===== config.mk =====
export PLATFORM = sky130hd
export DESIGN_NAME = adc_input_stage_flat
export DESIGN_NICKNAME = d
export VERILOG_FILES = /design/src/rtl/adc_input_stage_if.sv /design/src/rtl/adc_input_stage.sv /design/src/flat_wrapper.sv
export SDC_FILE = /design/constraint.sdc
export NUM_CORES = 1
export LEC_CHECK = 0
export BUFFER_PORTS_ARGS = -buffer_cell sky130_fd_sc_hd__buf_2
export CAP_MARGIN = 20
export CORE_MARGIN = 4
export CORE_UTILIZATION = 55
export CTS_CLUSTER_DIAMETER = 30
export CTS_CLUSTER_SIZE = 10
export DETAILED_ROUTE_END_ITERATION = 12
export GPL_TIMING_DRIVEN = 0
export PLACE_DENSITY = 0.84
export SYNTH_ARGS = -nofsm -noshare
export SYNTH_HDL_FRONTEND = slang
export SYNTH_SLANG_ARGS = --single-unit

===== constraint.sdc =====
create_clock -name clock -period 7.3 [get_ports clock]
set_input_delay 1.095 -clock clock [delete_from_list [all_inputs] [get_ports clock]]
set_output_delay 1.095 -clock clock [all_outputs]
set_load 0.1 [all_outputs]

===== src/rtl/adc_input_stage_if.sv =====
// Settings bus shared by all configurable blocks on the receive path.
// Handshake: a write is a single cycle with serial_strobe high; serial_addr and
// serial_data are valid in that cycle only. There is no ready/backpressure, so
// the slave accepts every strobed write in the cycle it is presented.
interface adc_input_stage_if;
  logic        serial_strobe;
  logic [6:0]  serial_addr;
  logic [31:0] serial_data;

  modport master (output serial_strobe, output serial_addr, output serial_data);
  modport slave  (input  serial_strobe, input  serial_addr, input  serial_data);
endinterface


===== src/rtl/adc_input_stage.sv =====
// adc_input_stage: registers both 12-bit ADC channels, widens them to 16 bits,
// optionally removes DC offset, and muxes the result onto the DDC I/Q inputs.
// It also tracks channel A magnitude and over-range count for RSSI readback.
// Optional feature macro: ADC_DC_OFFSET_EN (fixed/auto-tracking DC removal).
// Without it, stage 2 is a plain register and offset writes are ignored.
module adc_input_stage #(
  parameter logic [6:0]  ADDR_OFFSET_A = 7'd10,
  parameter logic [6:0]  ADDR_OFFSET_B = 7'd11,
  parameter logic [6:0]  ADDR_RX_MUX   = 7'd38,
  parameter logic [6:0]  ADDR_RSSI_CLR = 7'd39,
  parameter logic [11:0] RSSI_THRESH   = 12'd2000
) (
  input  logic                     clock,
  input  logic                     reset,
  input  logic                     enable,
  adc_input_stage_if.slave         sbus,
  input  logic [11:0]              rx_a_a,
  input  logic [11:0]              rx_b_a,
  output logic [15:0]              ddc0_in_i,
  output logic [15:0]              ddc0_in_q,
  output logic [3:0]               rx_numchan,
  output logic [31:0]              rssi_0
);

  logic wr_mux, wr_rssi_clr;
  assign wr_mux      = sbus.serial_strobe && (sbus.serial_addr == ADDR_RX_MUX);
  assign wr_rssi_clr = sbus.serial_strobe && (sbus.serial_addr == ADDR_RSSI_CLR);

  // Only the low byte of the mux word carries meaning; upper bits read as zero.
  logic [7:0] mux_q;

  // Mux register: written on strobe regardless of enable.
  always_ff @(posedge clock) begin
    if (reset)       mux_q <= 8'h42;
    else if (wr_mux) mux_q <= sbus.serial_data[7:0];
  end

  assign rx_numchan = mux_q[3:0];

  // Stage 1: capture raw ADC samples.
  logic [11:0] a_q, b_q;
  always_ff @(posedge clock) begin
    if (reset) begin
      a_q <= '0;
      b_q <= '0;
    end else if (enable) begin
      a_q <= rx_a_a;
      b_q <= rx_b_a;
    end
  end

  // Widening is pure wiring, so it is applied to the registered sample.
  logic [15:0] a_w, b_w;
  assign a_w = {a_q[11], a_q, 3'b000};
  assign b_w = {b_q[11], b_q, 3'b000};

  // Stage 2 combinational result per channel.
  logic [15:0] c_a, c_b;

`ifdef ADC_DC_OFFSET_EN
  logic wr_off_a, wr_off_b;
  assign wr_off_a = sbus.serial_strobe && (sbus.serial_addr == ADDR_OFFSET_A);
  assign wr_off_b = sbus.serial_strobe && (sbus.serial_addr == ADDR_OFFSET_B);

  logic        auto_a_q, auto_b_q;
  logic [31:0] acc_a_q, acc_a_d, acc_b_q, acc_b_d;

  // Subtract in 17 bits so the saturation decision sees the true sign.
  function automatic logic [15:0] sat_sub(input logic [15:0] w, input logic [15:0] off);
    logic [16:0] diff;
    diff = {w[15], w} - {off[15], off};
    if (diff[16] != diff[15]) sat_sub = diff[16] ? 16'h8000 : 16'h7FFF;
    else                      sat_sub = diff[15:0];
  endfunction

  assign c_a = sat_sub(a_w, acc_a_q[31:16]);
  assign c_b = sat_sub(b_w, acc_b_q[31:16]);

  // Accumulator next state: an offset write reloads and beats accumulation.
  always_comb begin
    acc_a_d = acc_a_q;
    acc_b_d = acc_b_q;
    if (wr_off_a)                acc_a_d = {sbus.serial_data[15:0], 16'h0000};
    else if (enable && auto_a_q) acc_a_d = acc_a_q + {{16{c_a[15]}}, c_a};
    if (wr_off_b)                acc_b_d = {sbus.serial_data[15:0], 16'h0000};
    else if (enable && auto_b_q) acc_b_d = acc_b_q + {{16{c_b[15]}}, c_b};
  end

  // Offset mode bits and accumulators.
  always_ff @(posedge clock) begin
    if (reset) begin
      auto_a_q <= 1'b0;
      auto_b_q <= 1'b0;
      acc_a_q  <= '0;
      acc_b_q  <= '0;
    end else begin
      acc_a_q <= acc_a_d;
      acc_b_q <= acc_b_d;
      if (wr_off_a) auto_a_q <= sbus.serial_data[31];
      if (wr_off_b) auto_b_q <= sbus.serial_data[31];
    end
  end

  logic unused_data_bits;
  assign unused_data_bits = ^sbus.serial_data[30:16];
`else
  assign c_a = a_w;
  assign c_b = b_w;

  logic unused_data_bits;
  assign unused_data_bits = ^sbus.serial_data[31:8];
`endif

  // Stage 2 register: corrected samples.
  logic [15:0] c_a_q, c_b_q;
  always_ff @(posedge clock) begin
    if (reset) begin
      c_a_q <= '0;
      c_b_q <= '0;
    end else if (enable) begin
      c_a_q <= c_a;
      c_b_q <= c_b;
    end
  end

  function automatic logic [15:0] pick(input logic [1:0] code, input logic [15:0] ca,
                                       input logic [15:0] cb);
    case (code)
      2'd0:    pick = ca;
      2'd1:    pick = cb;
      default: pick = 16'h0000;
    endcase
  endfunction

  // Stage 3: select and register the DDC inputs.
  logic [15:0] ddc_i_q, ddc_q_q;
  always_ff @(posedge clock) begin
    if (reset) begin
      ddc_i_q <= '0;
      ddc_q_q <= '0;
    end else if (enable) begin
      ddc_i_q <= pick(mux_q[5:4], c_a_q, c_b_q);
      ddc_q_q <= pick(mux_q[7:6], c_a_q, c_b_q);
    end
  end

  assign ddc0_in_i = ddc_i_q;
  assign ddc0_in_q = ddc_q_q;

  // RSSI magnitude from the registered channel A sample; -2048 folds to 2047.
  logic [11:0] a_neg;
  logic [10:0] mag;
  assign a_neg = 12'd0 - a_q;
  assign mag   = (a_q == 12'h800) ? 11'd2047 : (a_q[11] ? a_neg[10:0] : a_q[10:0]);

  logic [25:0] avg_q, avg_d;
  logic [15:0] over_q, over_d;

  // RSSI next state: leaky average and saturating over-range count; clear wins.
  always_comb begin
    avg_d  = avg_q;
    over_d = over_q;
    if (enable) begin
      avg_d = avg_q + {15'd0, mag} - {10'd0, avg_q[25:10]};
      if (({1'b0, mag} >= RSSI_THRESH) && (over_q != 16'hFFFF)) over_d = over_q + 16'd1;
    end
    if (wr_rssi_clr) over_d = 16'h0000;
  end

  // RSSI state registers.
  always_ff @(posedge clock) begin
    if (reset) begin
      avg_q  <= '0;
      over_q <= '0;
    end else begin
      avg_q  <= avg_d;
      over_q <= over_d;
    end
  end

  assign rssi_0 = {over_q, avg_q[25:10]};

endmodule


===== src/flat_wrapper.sv =====
// flat-port wrapper written by rule: the top's interface ports become plain ports
module adc_input_stage_flat 
#(
  parameter logic [6:0]  ADDR_OFFSET_A = 7'd10,
  parameter logic [6:0]  ADDR_OFFSET_B = 7'd11,
  parameter logic [6:0]  ADDR_RX_MUX   = 7'd38,
  parameter logic [6:0]  ADDR_RSSI_CLR = 7'd39,
  parameter logic [11:0] RSSI_THRESH   = 12'd2000
)
  (clock, reset, enable, rx_a_a, rx_b_a, ddc0_in_i, ddc0_in_q, rx_numchan, rssi_0, sbus_serial_strobe, sbus_serial_addr, sbus_serial_data);
  adc_input_stage_if sbus_i ();
  input  logic clock;
  input  logic reset;
  input  logic enable;
  input  logic [11:0] rx_a_a;
  input  logic [11:0] rx_b_a;
  output logic [15:0] ddc0_in_i;
  output logic [15:0] ddc0_in_q;
  output logic [3:0] rx_numchan;
  output logic [31:0] rssi_0;
  input wire logic [$bits(sbus_i.serial_strobe)-1:0] sbus_serial_strobe;
  input wire logic [$bits(sbus_i.serial_addr)-1:0] sbus_serial_addr;
  input wire logic [$bits(sbus_i.serial_data)-1:0] sbus_serial_data;
  assign sbus_i.serial_strobe = sbus_serial_strobe;
  assign sbus_i.serial_addr = sbus_serial_addr;
  assign sbus_i.serial_data = sbus_serial_data;
  adc_input_stage #(.ADDR_OFFSET_A(ADDR_OFFSET_A), .ADDR_OFFSET_B(ADDR_OFFSET_B), .ADDR_RX_MUX(ADDR_RX_MUX), .ADDR_RSSI_CLR(ADDR_RSSI_CLR), .RSSI_THRESH(RSSI_THRESH)) u_core (.clock(clock), .reset(reset), .enable(enable), .sbus(sbus_i), .rx_a_a(rx_a_a), .rx_b_a(rx_b_a), .ddc0_in_i(ddc0_in_i), .ddc0_in_q(ddc0_in_q), .rx_numchan(rx_numchan), .rssi_0(rssi_0));
endmodule

==> flow_metrics.tcl, run 1 <==
set metrics [dict create \
    routabilityCongestion 0.9393 \
    synth_area_leaders "dfxtp_1 (35%), mux2i_1 (9.8%), nor2_1 (6.9%)" \
    status "finished, final reports clean" \
    nets 1050 \
    cts-root-buf "clkbuf_16" \
    synth_top_area_frac 0.3467 \
    finalWorstSetupSlack_ps 2491 \
    ioPinCount 135 \
    die_x_um 121.2 \
    hpwl_um 12840 \
    syn2layout_area_growth_pct 19.66 \
    synth_top_flop_cell "dfxtp_1" \
    grt_antenna_before_repair 1 \
    setup_viol 0 \
    cts_made_buffers 17 \
    period_needed_ps 4809 \
    fmax_mhz 208.0 \
    firstDrtPassIters 6 \
    antenna_cells 0 \
    slew_violations 0 \
    tns_ps 0 \
    syn_area_um2 7044 \
    synth_seq_cells 122 \
    max-vdd-ir-drop_uv 209.7 \
    hold_viol 0 \
    cts_hold_buffers 0 \
    final_util 0.6707 \
    postCtsSetupRepairBufs 0 \
    crit_fanout 7 \
    ant_nets 0 \
    maxCapViolCount 0 \
    cts.sinks 122 \
    drive_gt1_frac 0.2132 \
    timing.slew.headroom 0.2786 \
    clk_latency_ps 420 \
    dp_slack_ps 2602 \
    cp.arrival_ps 5100 \
    power-per-cell-area_nw_per_um2 405.3 \
    final_common_cell "nor2_1" \
    h-tree-depth 4 \
    drt_iter0_drc 445 \
    synth_cells 811 \
    avgViaCountPerCell 5.547 \
    grt_util_all_layers 0.2534 \
    cts_tree "done" \
    grt_pass1_vias 6056 \
    clockBufferDepth 2 \
    cp.required_ps 7590 \
    grt_setup_unrepaired "false" \
    final_cell_mix "nor2_1 (129), dfxtp_1 (122), buf_2 (105)" \
    worstSetupPathType "register to register" \
    die_area_um2 14680 \
    ys_types 62 \
    rows 41 \
    synthArstFlopShare 0 \
    portBuffers 104 \
    crit_chain "or3_4 > nor2_4 > nand2_1 > nor3_1 > nor2_1 > fa_1 > inv_1 > ha_1 > nand3_1 > o211ai_1 > o2111a_1 > o41ai_2 > o31ai_1 > a21oi_1 > a221oi_1 > or4_1" \
    cpLargestDelayFamily "simple AND/OR/NAND/NOR gates" \
    wirelength_um 18160 \
    core_um2 12570 \
    num_vias 6235 \
    finalClockSkew_ps 6.646 \
    ys_seq_area_frac 0.3467 \
    worst-path-buf-inv 1 \
    crit_path_end_kind "register" \
    hold_path.class "register to register" \
    yosysTopAreaCell "dfxtp_1" \
    critPathMaxStageDelay_ps 530 \
    wl_per_cell_um 16.15 \
    grt_pass1_wl_um 29600 \
    clk_pin_slew_ps 50 \
    die_y_um 121.2 \
    cp-start-kind "register" \
    worstMarginPinSlew_ps 1078 \
    leakage_nw 3.873 \
    drc 0 \
    finalCritPeriodShare 0.6587 \
    yosysWarnings 0 \
    slowest_stage "or4_1" \
    syn_area_per_cell_um2 8.686 \
    start_util 0.5605 \
    cts_resized 0 \
    grt_max_degree 17 \
    overflow 0 \
    synth_edf_count 0 \
]
-- cell usage after synthesis (3+ instances only) --
library cell,instances
o22ai_1,5
a31oi_1,3
nor3b_1,3
buf_4,28
o211ai_1,4
o21bai_1,3
xor2_1,11
nand3_1,17
a211oi_1,3
o21ai_0,18
nand2b_1,14
fa_1,11
xnor2_1,22
nand4_1,11
inv_1,48
mux2i_1,69
nor3_1,12
nor2b_1,30
nor4_1,5
ha_1,33
or2_2,3
nand2_1,29
mux2_2,24
or3_1,9
o31ai_1,5
nor2_1,129
dfxtp_1,122
buf_1,11
a21oi_1,59
a21o_1,9
clkbuf_1,22
-- cell type report --
cell class	count	area, um2
inverter	48	180.2
clock inverter	14	191.4
timing repair buffer	104	520.5
buffer	63	350.3
clock buffer	18	439.2
tap	172	215.2
sequential	122	2442
multi-input combinational	583	4090
fill	1004	4139
-- sequential cells by signal, indices dropped and copies added (netlist names) --
signal,count
u_core.c_a_q,12
u_core.a_q,12
u_core.ddc0_in_q,12
u_core.over_q,16
u_core.ddc0_in_i,12
u_core.avg_q,26
u_core.mux_q,8
u_core.b_q,12
u_core.c_b_q,12
-- kinds of logic (layout without fill, tap and decap cells) --
logic type	after synthesis	after routing	share of synthesized area
xor+xnor	33	33	0.04103
mux	93	93	0.1364
simple gates	277	277	0.1904
compound gates	130	130	0.1197
fa+ha+maj	44	44	0.08988
other cells	1	6	0.0005323
flops	122	122	0.3467
buf+inv	111	247	0.07531
-- worst reg2reg max path, cell delays in order (launching register included) --
cell and delay, ps:
dfxtp_1 400, or3_4 460, nor2_4 170, nand2_1 60, nor3_1 320, nor2_1 140
fa_1 500, inv_1 40, ha_1 350, nand3_1 110, o211ai_1 200, o2111a_1 340
o41ai_2 520, o31ai_1 220, a21oi_1 260, a221oi_1 70, or4_1 530
-- metal layers --
layer  GRT usage  vias up  routed length (um)
li1            -     3018                   -
met5           0        -                  13
met4      0.1036        2                 529
met3     0.06247       54                1267
met1      0.3159     2920                7514
met2      0.4199      241                8830
-- worst paths after layout --
kind | to | startpoint | slack [ps] | cells after the start
worst max-delay path | u_core.avg_q[25]$_SDFFE_PP0P_ | u_core.a_q[2]$_SDFFE_PP0P_ | 2490 | 16
worst min-delay path | u_core.avg_q[6]$_SDFFE_PP0P_ | u_core.avg_q[6]$_SDFFE_PP0P_ | 500 | 2
worst max register to register | u_core.avg_q[25]$_SDFFE_PP0P_ | u_core.a_q[2]$_SDFFE_PP0P_ | 2490 | 16
worst min register to register | u_core.avg_q[6]$_SDFFE_PP0P_ | u_core.avg_q[6]$_SDFFE_PP0P_ | 500 | 2
-- per-stage QoR --
step / power, mW / cells / cell area (um2) / hold slack, ps
final: 3.417 / 1124 / 8429 / 495.3
after global routing: 3.663 / 1124 / 8429 / 523.8
after CTS: 3.408 / 1124 / 8429 / 495.3
after detailed placement: 2.486 / 1092 / 7799 / 481.2
after global placement: 2.454 / 1092 / 7799 / 473.8
after floorplan: 2.198 / 816 / 7063 / 460.1
-- power by group --
part	total, mW	internal, mW	switching [mW]
Sequential	0.811	0.735	0.0762
Combinational	1.71	0.654	1.05
Clock	0.900	0.581	0.319
Total	3.42	1.97	1.45
Power figures use the tool's default switching activity.
==> inputs of run 2 (changes only) <==
--- a/config.mk
+++ b/config.mk
@@ -8,12 +8,12 @@
 export BUFFER_PORTS_ARGS = -buffer_cell sky130_fd_sc_hd__buf_2
 export CAP_MARGIN = 20
 export CORE_MARGIN = 4
-export CORE_UTILIZATION = 55
+export CORE_UTILIZATION = 51
 export CTS_CLUSTER_DIAMETER = 30
 export CTS_CLUSTER_SIZE = 10
 export DETAILED_ROUTE_END_ITERATION = 12
 export GPL_TIMING_DRIVEN = 0
-export PLACE_DENSITY = 0.84
+export PLACE_DENSITY = 0.82
 export SYNTH_ARGS = -nofsm -noshare
 export SYNTH_HDL_FRONTEND = slang
 export SYNTH_SLANG_ARGS = --single-unit
==> constraint.sdc (replaced) <==
create_clock -name clock -period 4.27 [get_ports clock]
set_input_delay 0.6405 -clock clock [delete_from_list [all_inputs] [get_ports clock]]
set_output_delay 0.6405 -clock clock [all_outputs]
set_load 0.1 [all_outputs]
==> run 2 against run 1 <==
Effect of this change:
- design area is 2.0% higher
- total power grew 73%
- register-to-register slack worse by 2300 ps
- via count fell by 1.6%
- global-route usage fell by 2.7 points
- sequential power rose by 71%
- setup slack worse by 2300 ps
- worst hold slack lost 68 ps
- maximum frequency up 17%
- clock-buffer cell count up 1
- largest power group unchanged
==> flow_metrics.tcl, run 2 (synthesis results as in run 1) <==
set metrics [dict create \
    placedCellCount 1096 \
    routabilityCongestion 0.9430 \
    layoutNonFillerInstCount 1134 \
    hold_viol 0 \
    clk_latency_ps 420 \
    hold_slack_ps 427.0 \
    cts_made_buffers 17 \
    setup_viol 0 \
    rows 42 \
    nets 1055 \
    cp-start-kind "register" \
    timing.slew.headroom 0.3252 \
    slew_violations 0 \
    drc 0 \
    die_x_um 125.5 \
    hold_path.class "input port to register" \
    r2r-start "u_core.a_q[2]$_SDFFE_PP0P_" \
    cp.arrival_ps 4400 \
    overflow 0 \
    grt_pass1_vias 5979 \
    reg2reg_depth 15 \
    grt_pass1_wl_um 29320 \
    wirelength_um 18010 \
    largestRegisters "u_core.avg_q x26, u_core.over_q x16" \
    cts_hold_buffers 0 \
    r2r_setup_slack_ps 150 \
    final_common_cell "nor2_1" \
    worstSetupPathType "register to register" \
    drive_gt1_frac 0.2435 \
    grt_max_degree 17 \
    grt_antenna_before_repair 1 \
    final_cell_mix "nor2_1 (128), dfxtp_1 (116), buf_2 (104)" \
    status "finished, final reports clean" \
    placed_area_um2 7804 \
    cp.required_ps 4550 \
    dp_slack_ps -370.0 \
    min_path_cells 2 \
    period_needed_ps 4124 \
    grt_util_all_layers 0.2261 \
    design_area_um2 8596 \
    maxCapViolCount 0 \
    clk_pin_slew_ps 60 \
    cts_tree "done" \
    min_from "sbus_serial_data[1]" \
    leakage_nw 3.900 \
    cts-root-buf "clkbuf_16" \
    finalCritPeriodShare 0.9657 \
    syn2layout_area_growth_pct 22.02 \
    firstDrtPassIters 5 \
    core_um2 13400 \
    start_util 0.5257 \
    max-vdd-ir-drop_uv 345.3 \
    clockBufferDepth 2 \
    drt_iter0_drc 479 \
    num_vias 6134 \
    worstMarginPinSlew_ps 1009 \
    cts.sinks 122 \
    die_area_um2 15760 \
    crit_path_end_kind "register" \
    largest_reg_flops 26 \
    power-per-cell-area_nw_per_um2 689.5 \
    ant_nets 0 \
    die_y_um 125.5 \
    portBuffers 104 \
    wl_per_cell_um 15.88 \
    ioPinCount 135 \
    fmax_mhz 242.5 \
    hold_end "u_core.mux_q[1]$_SDFFE_PP1P_" \
    r2r-end "u_core.avg_q[25]$_SDFFE_PP0P_" \
    tns_ps 0 \
    largest_register "u_core.avg_q" \
    hpwl_um 12940 \
    h-tree-depth 4 \
    crit_fanout 7 \
    finalWorstSetupSlack_ps 146.5 \
    finalClockSkew_ps 10.54 \
    avgViaCountPerCell 5.409 \
]
-- run 2: changes by cell type in the layout (fill, tap and decap cells not counted), moves of 4 or more --
cell / change
ha_4: +4
clkinvlp_4: +4
buf_4: +7
dfxtp_1: -6
ha_1: -4
dfxtp_2: +5
-- run 2: through the flow --
| stage | util | total power [mW] |
|---|---|---|
| after detailed placement | 0.5824 | 4.267 |
| after global routing | 0.6415 | 6.336 |
| after global placement | 0.5824 | 4.203 |
| after CTS | 0.6317 | 5.811 |
| final | 0.6415 | 5.927 |
| after floorplan | - | 3.758 |
-- run 2: layer usage --
layer / share of wire / track usage
met5: 0 / 0
met4: 0.022 / 0.07781
met1: 0.43 / 0.2883
met3: 0.060 / 0.05203
met2: 0.48 / 0.3770
-- run 2: how the worst max path moves through the flow --
| stage | from | to | slack (ps) | depth (start not counted) |
|---|---|---|---|---|
| after global placement | u_core.a_q[0]$_SDFFE_PP0P_ | u_core.avg_q[25]$_SDFFE_PP0P_ | -380 | 15 |
| after detailed placement | u_core.a_q[0]$_SDFFE_PP0P_ | u_core.avg_q[25]$_SDFFE_PP0P_ | -370 | 15 |
| final | u_core.a_q[2]$_SDFFE_PP0P_ | u_core.avg_q[25]$_SDFFE_PP0P_ | 150 | 15 |
| after floorplan | u_core.a_q[1]$_SDFFE_PP0P_ | u_core.avg_q[25]$_SDFFE_PP0P_ | 140 | 15 |
| after global routing | u_core.a_q[2]$_SDFFE_PP0P_ | u_core.avg_q[25]$_SDFFE_PP0P_ | -50 | 15 |
| after CTS | u_core.a_q[0]$_SDFFE_PP0P_ | u_core.avg_q[25]$_SDFFE_PP0P_ | 40 | 15 |
-- run 2: report_power, final --
part	switching, mW	internal [mW]
combinational	1.88	1.24
sequential	0.130	1.26
clock	0.546	0.877
-- run 2: critical path: stages (launching register included) --
cell and delay, ps:
dfxtp_2 370, or3_4 430, o311ai_0 400, o21ai_0 200
inv_1 110, fa_1 400, inv_1 60, ha_1 290
nand2_1 100, nand2_1 70, o2111a_2 300, o41ai_4 380
o31ai_4 100, a21oi_2 170, a221oi_1 60, or4_1 530
-- run 2: layout make-up --
cell class	count	area, um2
inverter	48	180.2
multi-input combinational	583	4239
sequential	122	2452
antenna	1	2.502
timing repair buffer	110	565.5
clock buffer	19	442.9
buffer	62	350.3
tap	176	220.2
clock inverter	13	142.6
fill	1130	4805
-- run 2: timing repair --
action / 4_1_cts / 5_1_grt
hold endpoints to repair: 0 / 0
setup buffers: 3 / 3
pin swaps: 2 / 14
setup endpoints to repair: 3 / 6
resized for setup: 9 / 30
==> inputs of run 3 (changes only) <==
--- a/config.mk
+++ b/config.mk
@@ -13,7 +13,7 @@
 export CTS_CLUSTER_SIZE = 10
 export DETAILED_ROUTE_END_ITERATION = 12
 export GPL_TIMING_DRIVEN = 0
-export PLACE_DENSITY = 0.82
+export PLACE_DENSITY = 0.84
 export SYNTH_ARGS = -nofsm -noshare
 export SYNTH_HDL_FRONTEND = slang
 export SYNTH_SLANG_ARGS = --single-unit
==> run 3 against run 2 <==
Effect of this change:
- setup slack lost 15 ps
- total power decreased by 1.2%
- critical path depth fell by 1
- core utilization down 0.45 points
- cell count down 0.18%
- flip-flop and latch count unchanged
- design area fell by 0.70%
- non-clock buffer count unchanged
- sequential share of layout area grew 0.16 points
- via count up 0.91%
- clock skew shrank 3.6 ps
- maximum frequency down 0.35%
- critical path type unchanged
- largest cell class unchanged
==> flow_metrics.tcl, run 3 (synthesis results as in run 1) <==
set metrics [dict create \
    status "finished, final reports clean" \
    cp-start-kind "register" \
    finalCritPeriodShare 0.9691 \
    antenna_cells 0 \
    power-per-cell-area_nw_per_um2 685.8 \
    largestRegisters "u_core.avg_q x26, u_core.over_q x16" \
    crit_chain "nor4b_4 > nand4_1 > nor3b_2 > or2_2 > fa_1 > inv_1 > ha_1 > nand2_1 > o21ai_1 > o41ai_4 > o31ai_4 > a21oi_2 > a221oi_1 > or4_1" \
    grt_pass1_vias 6176 \
    cts_tree "done" \
    hold_viol 0 \
    die_x_um 125.5 \
    finalClockSkew_ps 6.904 \
    p_total_mw 5.853 \
    nets 1055 \
    worstSetupPathType "register to register" \
    ant_nets 0 \
    portBuffers 104 \
    start_util 0.5257 \
    final_common_cell "nor2_1" \
    hold_slack_ps 423.6 \
    min_path_cells 2 \
    final_cell_mix "nor2_1 (129), dfxtp_1 (117), buf_2 (105)" \
    cts.sinks 122 \
    crit_fanout 8 \
    core_um2 13400 \
    setup_viol 0 \
    drc 0 \
    firstDrtPassIters 6 \
    die_y_um 125.5 \
    syn2layout_area_growth_pct 21.17 \
    crit_path_end_kind "register" \
    clk_pin_slew_ps 60 \
    wirelength_um 18070 \
    clk_latency_ps 420 \
    slowest_stage "or4_1" \
    wl_per_cell_um 15.96 \
    avgViaCountPerCell 5.468 \
    die_area_um2 15760 \
    cts_hold_buffers 0 \
    max-vdd-ir-drop_uv 283.9 \
    largest_register "u_core.avg_q" \
    ioPinCount 135 \
    routabilityCongestion 0.9586 \
    grt_pass1_wl_um 30070 \
    overflow 0 \
    rows 42 \
    hpwl_um 12940 \
    grt_antenna_before_repair 1 \
    drt_iter0_drc 330 \
    fmax_mhz 241.7 \
    leakage_nw 3.889 \
    period_needed_ps 4138 \
    worstMarginPinSlew_ps 975.2 \
    largest_reg_flops 26 \
    cp.required_ps 4570 \
    slew_violations 0 \
    num_vias 6190 \
    maxCapViolCount 0 \
    critPathMaxStageDelay_ps 520 \
    cp.arrival_ps 4430 \
    reg2reg_depth 14 \
    cts-root-buf "clkbuf_16" \
    grt_util_all_layers 0.2314 \
    r2r_setup_slack_ps 130 \
    h-tree-depth 4 \
    grt_max_degree 17 \
    timing.slew.headroom 0.3475 \
    cts_made_buffers 17 \
    clockBufferDepth 2 \
    drive_gt1_frac 0.2364 \
    hold_path.class "input port to register" \
]
run 3: cell types whose count changed in the layout (fill, tap and decap cells not counted), sizes merged:
| cell | previous run | this run |
|---|---|---|
| clkbuf | 40 | 42 |
| clkinv | 3 | 2 |
| clkinvlp | 5 | 4 |
| diode | 1 | 0 |
| inv | 51 | 50 |
run 3: worst max-delay path: cells and delay by family, from the launching register on:
family,cells,cell delay (ps)
buffers and inverters,1,40
adders and majority gates,2,840
DFF,1,490
AOI/OAI and AO/OA,5,950
and+or+nand+nor,6,1700
run 3: power breakdown:
group	switching, mW	total [mW]	internal [mW]
Combinational	1.85	3.05	1.20
Clock	0.532	1.42	0.886
Sequential	0.130	1.39	1.26
run 3: metrics by stage:
| stage | setup TNS, ps | utilization | instance area, um2 | std cells | worst slack [ps] |
|---|---|---|---|---|---|
| after floorplan | 0 | - | 7063 | 816 | 142.3 |
| after global placement | -359.7 | 0.5824 | 7804 | 1096 | -341.9 |
| after detailed placement | -400.2 | 0.5824 | 7804 | 1096 | -370.2 |
| after CTS | 0 | 0.6326 | 8477 | 1130 | 10.89 |
| after global routing | -39.10 | 0.6370 | 8536 | 1132 | -20.38 |
| final | 0 | 0.6370 | 8536 | 1132 | 131.8 |
run 3: what timing repair did:
action | CTS | global route
pin swaps | 4 | 6
buffers inserted | 3 | 3
setup endpoints to repair | 2 | 5
resized for setup | 14 | 16
run 3: area by class of cell:
cell class,instances,area [um2]
Sequential cell,122,2449
Inverter,48,180.2
Tap cell,176,220.2
Buffer,62,349.1
Clock buffer,21,460.4
Timing Repair Buffer,110,565.5
Clock inverter,10,117.6
Fill cell,1120,4865
Multi-Input combinational cell,583,4194
run 3: layer usage:
layer  routed length (um)  track usage  part of all wire
met1                 7823       0.2929              0.43
met2                 8609       0.3823              0.48
met3                 1101      0.05203             0.061
met4                  522      0.09375             0.029
met5                   13            0           0.00072
run 3: path summary, 6_finish.rpt:
check	to	start
setup / recovery	u_core.avg_q[25]$_SDFFE_PP0P_	u_core.a_q[11]$_SDFFE_PP0P_
hold / removal	u_core.mux_q[1]$_SDFFE_PP1P_	sbus_serial_data[1]
setup reg to reg	u_core.avg_q[25]$_SDFFE_PP0P_	u_core.a_q[11]$_SDFFE_PP0P_
hold reg to reg	u_core.avg_q[2]$_SDFFE_PP0P_	u_core.avg_q[2]$_SDFFE_PP0P_
